**config.mk**
```make
export PLATFORM = sky130hd
export DESIGN_NAME = mem_port_arbiter
export DESIGN_NICKNAME = d
export VERILOG_FILES = /design/src/rtl/mem_port_arbiter.sv
export SDC_FILE = /design/constraint.sdc
export NUM_CORES = 1
export LEC_CHECK = 0
export ABC_CLOCK_PERIOD_IN_PS = 2500
export CORE_MARGIN = 2
export CORE_UTILIZATION = 42
export DETAILED_ROUTE_END_ITERATION = 8
export GPL_TIMING_DRIVEN = 0
export HOLD_SLACK_MARGIN = 0.08
export PLACE_DENSITY_LB_ADDON = 0.25
export SLEW_MARGIN = 0
export SYNTH_ARGS = -nofsm -noshare
export SYNTH_HDL_FRONTEND = slang
export SYNTH_SLANG_ARGS = --single-unit
```
**constraint.sdc**
```tcl
create_clock -name clk -period 2.5 [get_ports clk]
set_input_delay 0.5 -clock clk [delete_from_list [all_inputs] [get_ports clk]]
set_output_delay 0.5 -clock clk [all_outputs]
set_load 0.005 [all_outputs]
```
**src/rtl/mem_port_arbiter.sv**
```systemverilog
// Shared single-port memory arbiter between the IF-stage fetch port and the
// MEM-stage load/store port. One access is in flight at a time. Each access
// holds the memory interface for MEM_LAT cycles. Data requests take priority,
// and a streak counter forces a fetch grant after STREAK_MAX consecutive data
// grants that were made while a fetch was waiting.
module mem_port_arbiter #(
  parameter int AW         = 8,
  parameter int DW         = 16,
  parameter int MEM_LAT    = 2,
  parameter int STREAK_MAX = 3
) (
  input  logic          clk,
  input  logic          reset,
  input  logic          flush,
  input  logic          halt,
  input  logic          if_req,
  input  logic [AW-1:0] if_addr,
  output logic          if_ready,
  output logic [DW-1:0] if_rdata,
  input  logic          dm_req,
  input  logic          dm_we,
  input  logic [AW-1:0] dm_addr,
  input  logic [DW-1:0] dm_wdata,
  output logic          dm_ready,
  output logic [DW-1:0] dm_rdata,
  output logic          stall_mem,
  output logic          mem_en,
  output logic          mem_we,
  output logic [AW-1:0] mem_addr,
  output logic [DW-1:0] mem_wdata,
  input  logic [DW-1:0] mem_rdata
);

  typedef enum logic {
    IDLE,
    ACCESS
  } state_t;

  typedef enum logic {
    OWN_FETCH,
    OWN_DATA
  } owner_t;

  // The counter width must hold MEM_LAT, and the streak width must hold STREAK_MAX.
  localparam int CW = $clog2(MEM_LAT + 1);
  localparam int SW = $clog2(STREAK_MAX + 1);

  localparam logic [CW-1:0] LAT_INIT   = CW'(MEM_LAT);
  localparam logic [CW-1:0] LAT_LAST   = CW'(1);
  localparam logic [SW-1:0] STREAK_CAP = SW'(STREAK_MAX);

  // Current state.
  state_t          state_q;
  owner_t          owner_q;
  logic [CW-1:0]   cnt_q;
  logic [SW-1:0]   streak_q;
  logic            killed_q;

  // Next state.
  state_t          state_d;
  owner_t          owner_d;
  logic [CW-1:0]   cnt_d;
  logic [SW-1:0]   streak_d;
  logic            killed_d;
  logic            mem_en_d;
  logic            mem_we_d;
  logic [AW-1:0]   mem_addr_d;
  logic [DW-1:0]   mem_wdata_d;
  logic            if_ready_d;
  logic            dm_ready_d;
  logic [DW-1:0]   if_rdata_d;
  logic [DW-1:0]   dm_rdata_d;

  // Arbitration terms.
  logic            fetch_elig;
  logic            data_elig;
  logic            streak_at_cap;
  logic            grant_data;
  logic            grant_fetch;
  logic            fetch_dead;

  // A halted core or a flushed pipeline must not start a fetch.
  assign fetch_elig    = if_req & ~halt & ~flush;
  assign data_elig     = dm_req;
  assign streak_at_cap = (streak_q == STREAK_CAP);

  // Data wins unless a waiting fetch has already been passed over STREAK_MAX times.
  assign grant_data  = data_elig & ~(fetch_elig & streak_at_cap);
  assign grant_fetch = fetch_elig & ~grant_data;

  // A fetch is discarded if flush was seen at any earlier edge of the access or at the completion edge.
  assign fetch_dead = killed_q | flush;

  // The load/store stage stalls until its own completion pulse.
  assign stall_mem = dm_req & ~dm_ready;

  // Next-state decode and datapath updates for the arbiter sequencer.
  always_comb begin
    // NOTE: every signal assigned in this block gets a default first, so no path can infer a latch.
    state_d     = state_q;
    owner_d     = owner_q;
    cnt_d       = cnt_q;
    streak_d    = streak_q;
    killed_d    = killed_q;
    mem_en_d    = mem_en;
    mem_we_d    = mem_we;
    mem_addr_d  = mem_addr;
    mem_wdata_d = mem_wdata;
    if_ready_d  = 1'b0;
    dm_ready_d  = 1'b0;
    if_rdata_d  = if_rdata;
    dm_rdata_d  = dm_rdata;

    unique case (state_q)
      IDLE: begin
        if (grant_data) begin
          state_d     = ACCESS;
          owner_d     = OWN_DATA;
          cnt_d       = LAT_INIT;
          killed_d    = 1'b0;
          mem_en_d    = 1'b1;
          mem_we_d    = dm_we;
          mem_addr_d  = dm_addr;
          mem_wdata_d = dm_wdata;
          // Only data grants that pass over a waiting fetch lengthen the streak.
          if (fetch_elig) begin
            streak_d = streak_at_cap ? streak_q : streak_q + SW'(1);
          end else begin
            streak_d = '0;
          end
        end else if (grant_fetch) begin
          state_d     = ACCESS;
          owner_d     = OWN_FETCH;
          cnt_d       = LAT_INIT;
          killed_d    = 1'b0;
          mem_en_d    = 1'b1;
          mem_we_d    = 1'b0;
          mem_addr_d  = if_addr;
          mem_wdata_d = '0;
          streak_d    = '0;
        end
      end

      ACCESS: begin
        if ((owner_q == OWN_FETCH) && flush) begin
          killed_d = 1'b1;
        end

        if (cnt_q == LAT_LAST) begin
          // Last access cycle: mem_rdata is valid now, so hand it to the owner.
          state_d  = IDLE;
          cnt_d    = '0;
          killed_d = 1'b0;
          mem_en_d = 1'b0;
          mem_we_d = 1'b0;
          if (owner_q == OWN_DATA) begin
            dm_ready_d = 1'b1;
            if (!mem_we) begin
              dm_rdata_d = mem_rdata;
            end
          end else if (!fetch_dead) begin
            if_ready_d = 1'b1;
            if_rdata_d = mem_rdata;
          end
        end else begin
          cnt_d = cnt_q - LAT_LAST;
        end
      end

      default: begin
        state_d = IDLE;
      end
    endcase
  end

  // State register and registered outputs. Reset aborts any access without a ready pulse.
  always_ff @(posedge clk or posedge reset) begin
    if (reset) begin
      state_q   <= IDLE;
      owner_q   <= OWN_FETCH;
      cnt_q     <= '0;
      streak_q  <= '0;
      killed_q  <= 1'b0;
      mem_en    <= 1'b0;
      mem_we    <= 1'b0;
      mem_addr  <= '0;
      mem_wdata <= '0;
      if_ready  <= 1'b0;
      dm_ready  <= 1'b0;
      if_rdata  <= '0;
      dm_rdata  <= '0;
    end else begin
      // NOTE: non-blocking assignments make every register update from the same pre-edge values.
      state_q   <= state_d;
      owner_q   <= owner_d;
      cnt_q     <= cnt_d;
      streak_q  <= streak_d;
      killed_q  <= killed_d;
      mem_en    <= mem_en_d;
      mem_we    <= mem_we_d;
      mem_addr  <= mem_addr_d;
      mem_wdata <= mem_wdata_d;
      if_ready  <= if_ready_d;
      dm_ready  <= dm_ready_d;
      if_rdata  <= if_rdata_d;
      dm_rdata  <= dm_rdata_d;
    end
  end

endmodule

```
# After elaboration in Yosys (flattened, before gate mapping)
# Cells that the tools add are included.
[op_classes] add_sub_neg=2 eq_ne=6 mux=35 bitwise=16 n_reduce_logical=8
[ops] op="$mux W16" n=2
[ops] op="$mux W1" n=19
[ops] op="$mux W8" n=2
[ops] op="$mux W2" n=7
[ops] op="$not A1 Y1" n=9
[ops] op="$pmux W1 S2" n=4
[ops] op="$reduce_and A4 Y1" n=2
[ops] op="$and A1 B1 Y1" n=6
[ops] op="$ne A3 B3 Y1 const B" n=2
[ops] op="$reduce_and A2 Y1" n=3
[ops] op="$pmux W2 S2" n=1
[ops] op="$ne A3 B1 Y1 const B" n=1
[ops] op="$reduce_and A3 Y1" n=1
[ops] op="$add A2 B1 Y2 const B" n=1
[ops] op="$eq A2 B1 Y1 const B" n=1
[ops] op="$eq A2 B2 Y1 const B" n=1
[ops] op="$ne A2 B1 Y1 const B" n=1
[ops] op="$reduce_bool A2 Y1" n=1
[ops] op="$sub A2 B1 Y2 const B" n=1
[ops] op="$logic_and A1 B1 Y1" n=1
[ops] op="$or A1 B1 Y1" n=1
[word_totals] ff_bits=67 input_bits=55 wordCells=80

# Longest topological paths before layout
# Gate-level depths: netlist of run 1.
[logic_depth] depth_word=11 mapped_depth=7

# Least setup slack after synthesis of run 1
# OpenSTA, ideal clock, no wires.
[synth_path] path_kind="register to register" start="register cnt_q[1]" end="register if_rdata[10]" setup_ps=125 t_arrival_ps=1664 required_time_ps=2375 path_slack_ps=710 stages_incl_launch_ff=8 path_buffers=2 period_less_slack_ps=1790 cell_sequence="dfrtp_1 -> inv_1 -> ha_1 -> nand2_4 -> or4_4 -> buf_6 -> buf_8 -> mux2_4"
[synth_via] elab_chain_cells=2
[synth_lines] item="from (decl)" line="55" rtl="logic [CW-1:0] cnt_q;"
[synth_lines] item="from (signal assigned)" line="196" rtl="cnt_q <= cnt_d;"
[synth_lines] item="$eq A2 B1 Y1" line="149" rtl="if (cnt_q == LAT_LAST) begin"
[synth_lines] item="$reduce_and A4 Y1 (no line)"
[synth_lines] item="to (signal assigned)" line="205" rtl="if_rdata <= if_rdata_d;"
[synth_lines] item="to (decl)" line="19" rtl="output logic [DW-1:0] if_rdata,"
# No other way between the ends.
# A chain may end at the register's enable or synchronous reset.

# Worst setup path after layout of run 1
[layout_path] start="input port dm_req" end="output port stall_mem"
[layout_via] elab_chain_cells=1
[layout_lines] item="from (decl)" line="20" rtl="input logic dm_req,"
[layout_lines] item="$and A1 B1 Y1" line="95" rtl="assign stall_mem = dm_req & ~dm_ready;"
[layout_lines] item="to (decl)" line="26" rtl="output logic stall_mem,"
# No other way between the ends.

==> summary.md, run 1 <==
| Metric | Value |
|---|---|
| Final Core Density | ~66% |
| Gr ovfl total | 0 |
| Crit Path Max Fanout | 10 |
| CTS sink cnt | 67 |
| I/O Buffers | about 120 |
| Outcome | finished, final reports clean |
| Setup crit start kind | input pin |
| Row count | 29 |
| Vias | 2091 |
| Critical path class | in2out |
| Clock buffer count from CTS | 9 |
| Hold Crit Class | reg2reg |
| Simple-gate share of the synthesized area | 8.95% |
| Synth warnings | 0 |
| Adder-Cell Fraction of Synth Area | less than 1% |
| Top_reg_cell synth | dfrtp_1 |
| Max Slew Vio Count | 0 |
| 1st-pass router iterations | 4 |
| Layout cells sized above 1 | 19.6% |
| P_leak | 1.82 nW |
| Synth area leader | dfrtp_1 |
| Cell area power density | between 1000 and 1500 mW/mm2 |
| Post-Synth XOR/XNOR Area | 0% |
| Iter 0 DRT Violations | 51 |
| Synth Cell Area | between 0.002 and 0.003 mm2 |
| Asr flop ratio synth | 100% |
| Synth cell types | 36 |
| Synth Area in Compound Gates | 10.2% |
| Unrepaired setup endpoints after global routing | no |
| Setup TNS | 0 ns |
| Minimum clock period | 2.43 ns |
| FILL cells | between 400 and 500 |
| IO Pins | 116 |
| Global Route Usage Sum | 18.4% |
| Max-cap violations | 0 |
| Critical path arrival | between 1.5 and 2 ns |
| WHS | 0.493 ns |
| Gpl congestion | 0.860 |
| Diode count | 0 |
| Mux cell area share after synthesis | 14.8% |
| Initial core utilization | 43.4% |
| Top post-synthesis cells by area | dfrtp_1 (61%), mux2_2 (9.9%), a22o_1 (5.1%), mux2_4 (4.9%), a31oi_1 (1.8%) |
| Pin count of the biggest net entering global routing | 38 |
| Clock Root Buffer | clkbuf_8 |
| Critical path launch point | dm_req |
| Reg2reg path depth | 6 |
| First-pass GRT wire length | 10.4 mm |
| Die width | 84.8 um |
| Clock Tree Buf Depth | 2 |
| Placed inst area | 0.00401 mm2 |
| Syn avg cell area | 13.8 um2 |
| Sequential fraction of the synthesis area | 61.2% |
| # DRC | 0 |
| Syn Inst Count | roughly 200 |
| Multi-input logic area | 955 um2 |
| Initial antenna violation count | 0 |
| Commonest non-fill, non-tap cell in the layout | clkdlybuf4s50_1 |
| CTS tree | done |
| Cts hold-fix bufs | 0 |
| Main combinational cell family by area after synthesis | multiplexers |
| Period utilization | 97.2% |
| Area grow syn2layout | 52.3% |
| H-tree Lvls | 3 |
| ANT nets after route | 0 |
| Total die area | roughly 0.007 mm2 |
| Commonest cells after routing, fill and taps aside | clkdlybuf4s50_1 (115), dfrtp_1 (67), mux2_2 (24) |
| DR vias/cell | a little over 5 |
| Clk pin slew, worst setup/hold paths | 0.06 ns |
| Final instance area | 0.00417 mm2 |
| Final Hold Viols | 0 |
| Nets | about 380 |
| Fmax | 412 MHz |
| Vias in the first global route | 2053 |
| Sequential Area | 0.00168 mm2 |
| Hpwl dp | 4.60 mm |
| Drt wl/cell | 16.0 um |
| CP Capture Type | output pin |
| Detailed Route WL | roughly 6.5 mm |
| Yosys reg bits | 67 |
| Worst-margin pin slew | ~0.75 ns |
| WP data required | about 2.0 ns |
| RR Endpoint | mem_wdata[1]$_DFFE_PP0P_ |
| Post-Syn Nets | 255 |
| Slew margin rel. | 50.0% |
| FF-to-FF setup slack | 0.50 ns |
| Final setup fails | 0 |
| End of the critical path | stall_mem |
| Total core area | 0.00631 mm2 |
| Worst-skew pair later-pin latency | between 0.3 and 0.4 ns |
| Die height | 84.8 um |
| Worst Clk Skew | 0.00394 ns |
| VDD IR max | 599 uV |
| Share of the synthesized area in the top cell type | 61.2% |
| EDFF count, synth | 0 |
| FF-to-FF Start | streak_q[0]$_DFFE_PP0P_ |
| Post-layout total power | about 4.6 mW |
layout make-up:
| class | instances | share of cell area (%) |
|---|---|---|
| Sequential cell | 67 | 40.2 |
| Timing Repair Buffer | 117 | 28.3 |
| Multi-Input combinational cell | 112 | 22.9 |
| Clock buffer | 12 | 3.72 |
| Tap cell | 77 | 2.31 |
| Buffer | 13 | 2.10 |
| Inverter | 5 | 0.540 |
per-layer routing:
layer / global-route usage (%) / up-vias / share of wire, %
met4: 7.50 / 0 / 1.9
met1: 24.5 / 1021 / 45
met5: 0 / - / 0
met3: 4.52 / 12 / 5.8
met2: 29.0 / 85 / 47
li1: - / 973 / -
through the flow:
stage	instances	setup WS [ns]
global route	403	0.0105
CTS	403	0.0131
global placement	390	-0.812
finish	403	0.0706
detailed placement	391	-0.118
floorplan	198	0.317
state kept, by name, summed over array words and instances, names as in the netlist, 2 cells and up:
signal / count
dm_rdata: 16
if_rdata: 16
mem_wdata: 16
mem_addr: 8
cnt_q: 2
streak_q: 2
synthesized netlist by cell type, types with 3 or more instances:
library cell  instances
mux2_4                9
a22o_1               16
nand3_1               8
inv_1                 5
mux2_2               24
buf_2                 8
o21ai_0               9
dfrtp_1              67
nor3_1                9
a31oi_1               8
nor2b_1               3
how the worst min path moves through the flow:
stage | from | to | slack, ns | cells past startpoint
2_1_floorplan | killed_q$_DFFE_PP0P_ | killed_q$_DFFE_PP0P_ | 0.46 | 1
3_3_place_gp | mem_en$_DFFE_PP0P_ | mem_en$_DFFE_PP0P_ | 0.46 | 2
3_5_place_dp | mem_en$_DFFE_PP0P_ | mem_en$_DFFE_PP0P_ | 0.47 | 2
4_1_cts | mem_en$_DFFE_PP0P_ | mem_en$_DFFE_PP0P_ | 0.50 | 2
5_1_grt | killed_q$_DFFE_PP0P_ | killed_q$_DFFE_PP0P_ | 0.51 | 1
6_report | killed_q$_DFFE_PP0P_ | killed_q$_DFFE_PP0P_ | 0.49 | 1
power by group:
group,total [mW],leakage (nW),internal [mW],switching [mW]
combinational,2.01,0.925,1.38,0.624
clock,0.742,0.0803,0.393,0.349
sequential,1.86,0.812,1.59,0.271
critical path, stage by stage:
cell and delay (ns):
clkdlybuf4s50_1 0.48, buf_4 0.19, clkinvlp_4 0.14, nor2_1 0.12, clkdlybuf4s50_1 0.50
cell families after synthesis:
group,count (synthesis)
buffers and inverters,19
muxes,33
DFF,67
AOI/OAI and AO/OA,39
and+or+nand+nor,38
adders and majority gates,2
repair_timing:
action,4_1_cts,5_1_grt
setup endpoints to repair,1,8
resized for setup,1,2
buffers inserted,1,0
(Power assumes the default switching activity.)
==> run 2, diff against run 1 <==
Settings changed: RECOVER_POWER set to 25.
==> run 2 against run 1 <==
Non-clock buffer count did not move. Sequential power hardly changed. Critical path type unchanged. Total power about the same. Worst hold slack unchanged. Largest cell class unchanged. Setup slack did not move. Core utilization is 0.20 points lower. Fmax stayed put. Global-route usage stayed put. Sequential share of layout area up 0.12 points.
==> summary.md, run 2 (same netlist as run 1, synthesis figures left out) <==
| Metric | Value |
|---|---|
| DP Worst Slack | -0.118 ns |
| Period utilization | a little over nine tenths |
| Final Hold Viols | 0 |
| Minimum clock period | 2.43 ns |
| Area grow syn2layout | 51.9% |
| Commonest cells after routing, fill and taps aside | clkdlybuf4s50_1 (114), dfrtp_1 (67), mux2_2 (24) |
| WHS | 0.493 ns |
| Iter 0 DRT Violations | 51 |
| Total core area | 0.00631 mm2 |
| Slew margin rel. | about a quarter |
| VDD IR max | ~600 uV |
| 1st-pass router iterations | 4 |
| IO Pins | about 120 |
| Gpl congestion | 0.860 |
| Worst-margin pin slew | 1.12 ns |
| WP data required | 2.00 ns |
| Hold Crit Class | reg2reg |
| Detailed Route WL | between 6 and 7 mm |
| H-tree Lvls | 3 |
| DR vias/cell | between 5 and 6 |
| Crit Path Max Fanout | 10 |
| P_leak | 1.81 nW |
| Max-cap violations | 0 |
| I/O Buffers | 115 |
| Drt wl/cell | 16.1 um |
| Row count | 29 |
| Unrepaired setup endpoints after global routing | no |
| Cell area power density | 1110 mW/mm2 |
| Clock Tree Buf Depth | 2 |
| CTS sink cnt | 67 |
| Setup crit start kind | input pin |
| Final WS setup | 0.0706 ns |
| Nets | 382 |
| Max Slew Vio Count | 0 |
| Layout cells sized above 1 | 19.3% |
| Clock Root Buffer | clkbuf_8 |
| Clk pin slew, worst setup/hold paths | about 0.060 ns |
| Fin cells | approximately 400 |
| Cts hold-fix bufs | 0 |
| Vias in the first global route | 2053 |
| Outcome | finished, final reports clean |
| Critical path arrival | 1.93 ns |
| Die width | between 80 and 90 um |
| Top flop regs | dm_rdata (16), if_rdata (16), mem_wdata (16) |
| Dpl cells | 391 |
| First-pass GRT wire length | 10.4 mm |
| Final Core Density | 65.9% |
| Pin count of the biggest net entering global routing | 38 |
| ANT nets after route | 0 |
| Worst Clk Skew | 0.00394 ns |
| Final setup fails | 0 |
| Diode count | 0 |
| Total die area | between 0.007 and 0.008 mm2 |
| Die height | 84.8 um |
| Hpwl dp | 4.60 mm |
| Commonest non-fill, non-tap cell in the layout | clkdlybuf4s50_1 |
| Worst-skew pair later-pin latency | about 0.32 ns |
| Fmax | 412 MHz |
| Critical path class | in2out |
| Clock buffer count from CTS | 9 |
| Vias | ~2100 |
| Gr ovfl total | 0 |
| # DRC | 0 |
| CP Capture Type | output pin |
| Initial antenna violation count | 0 |
| CTS tree | done |
| Initial core utilization | 43.4% |
| Global Route Usage Sum | 18.4% |
## run 2: final cells by class
type / count / area [um2]
plain buffers: 13 / 87.6
clock buffers: 12 / 155
fillers: 487 / 2150
inverters: 5 / 22.5
multi-input cells: 112 / 955
flip-flops and latches: 67 / 1680
well taps: 77 / 96.3
repair buffers: 117 / 1170
## run 2: what timing repair did
action	CTS	global route
setup buffers	1	0
hold endpoints to repair	0	0
gates resized for setup	1	2
setup endpoints to repair	1	8
## run 2: through the flow
step / TNS [ns] / instance area [um2] / power (mW)
global placement: -54.39 / 3990 / 3.84
detailed placement: -0.118 / 4010 / 3.90
CTS: 0 / 4170 / 4.67
finish: 0 / 4160 / 4.61
global route: 0 / 4160 / 4.89
floorplan: 0 / 2740 / 2.70
## run 2: where the power goes
| part | internal, mW | switching (mW) | total [mW] |
|---|---|---|---|
| registers | 1.59 | 0.271 | 1.86 |
| clock network | 0.393 | 0.349 | 0.742 |
| logic | 1.38 | 0.624 | 2.00 |
## run 2: path summary, 6_finish.rpt
kind	end	slack [ns]	depth (start not counted)	from
worst max-delay path	stall_mem	0.07	5	dm_req
worst min-delay path	killed_q$_DFFE_PP0P_	0.49	1	killed_q$_DFFE_PP0P_
worst max register to register	mem_wdata[1]$_DFFE_PP0P_	0.50	6	streak_q[0]$_DFFE_PP0P_
worst min register to register	killed_q$_DFFE_PP0P_	0.49	1	killed_q$_DFFE_PP0P_
max in group asynchronous	if_rdata[10]$_DFFE_PP0P_	0.42	3	reset
min in group asynchronous	mem_wdata[14]$_DFFE_PP0P_	0.90	2	reset
## run 2: metal layers
layer,global-route usage (%),vias up,part of all wire (%)
met1,24.5,1021,45
met4,7.50,0,1.9
met5,0,-,0
li1,-,972,-
met3,4.52,12,5.8
met2,29.0,85,47
## run 2: critical path, stage by stage
cell             delay [ns]
clkdlybuf4s50_1        0.48
buf_4                  0.19
clkinvlp_4             0.14
nor2_1                 0.12
clkdlybuf4s50_1        0.50
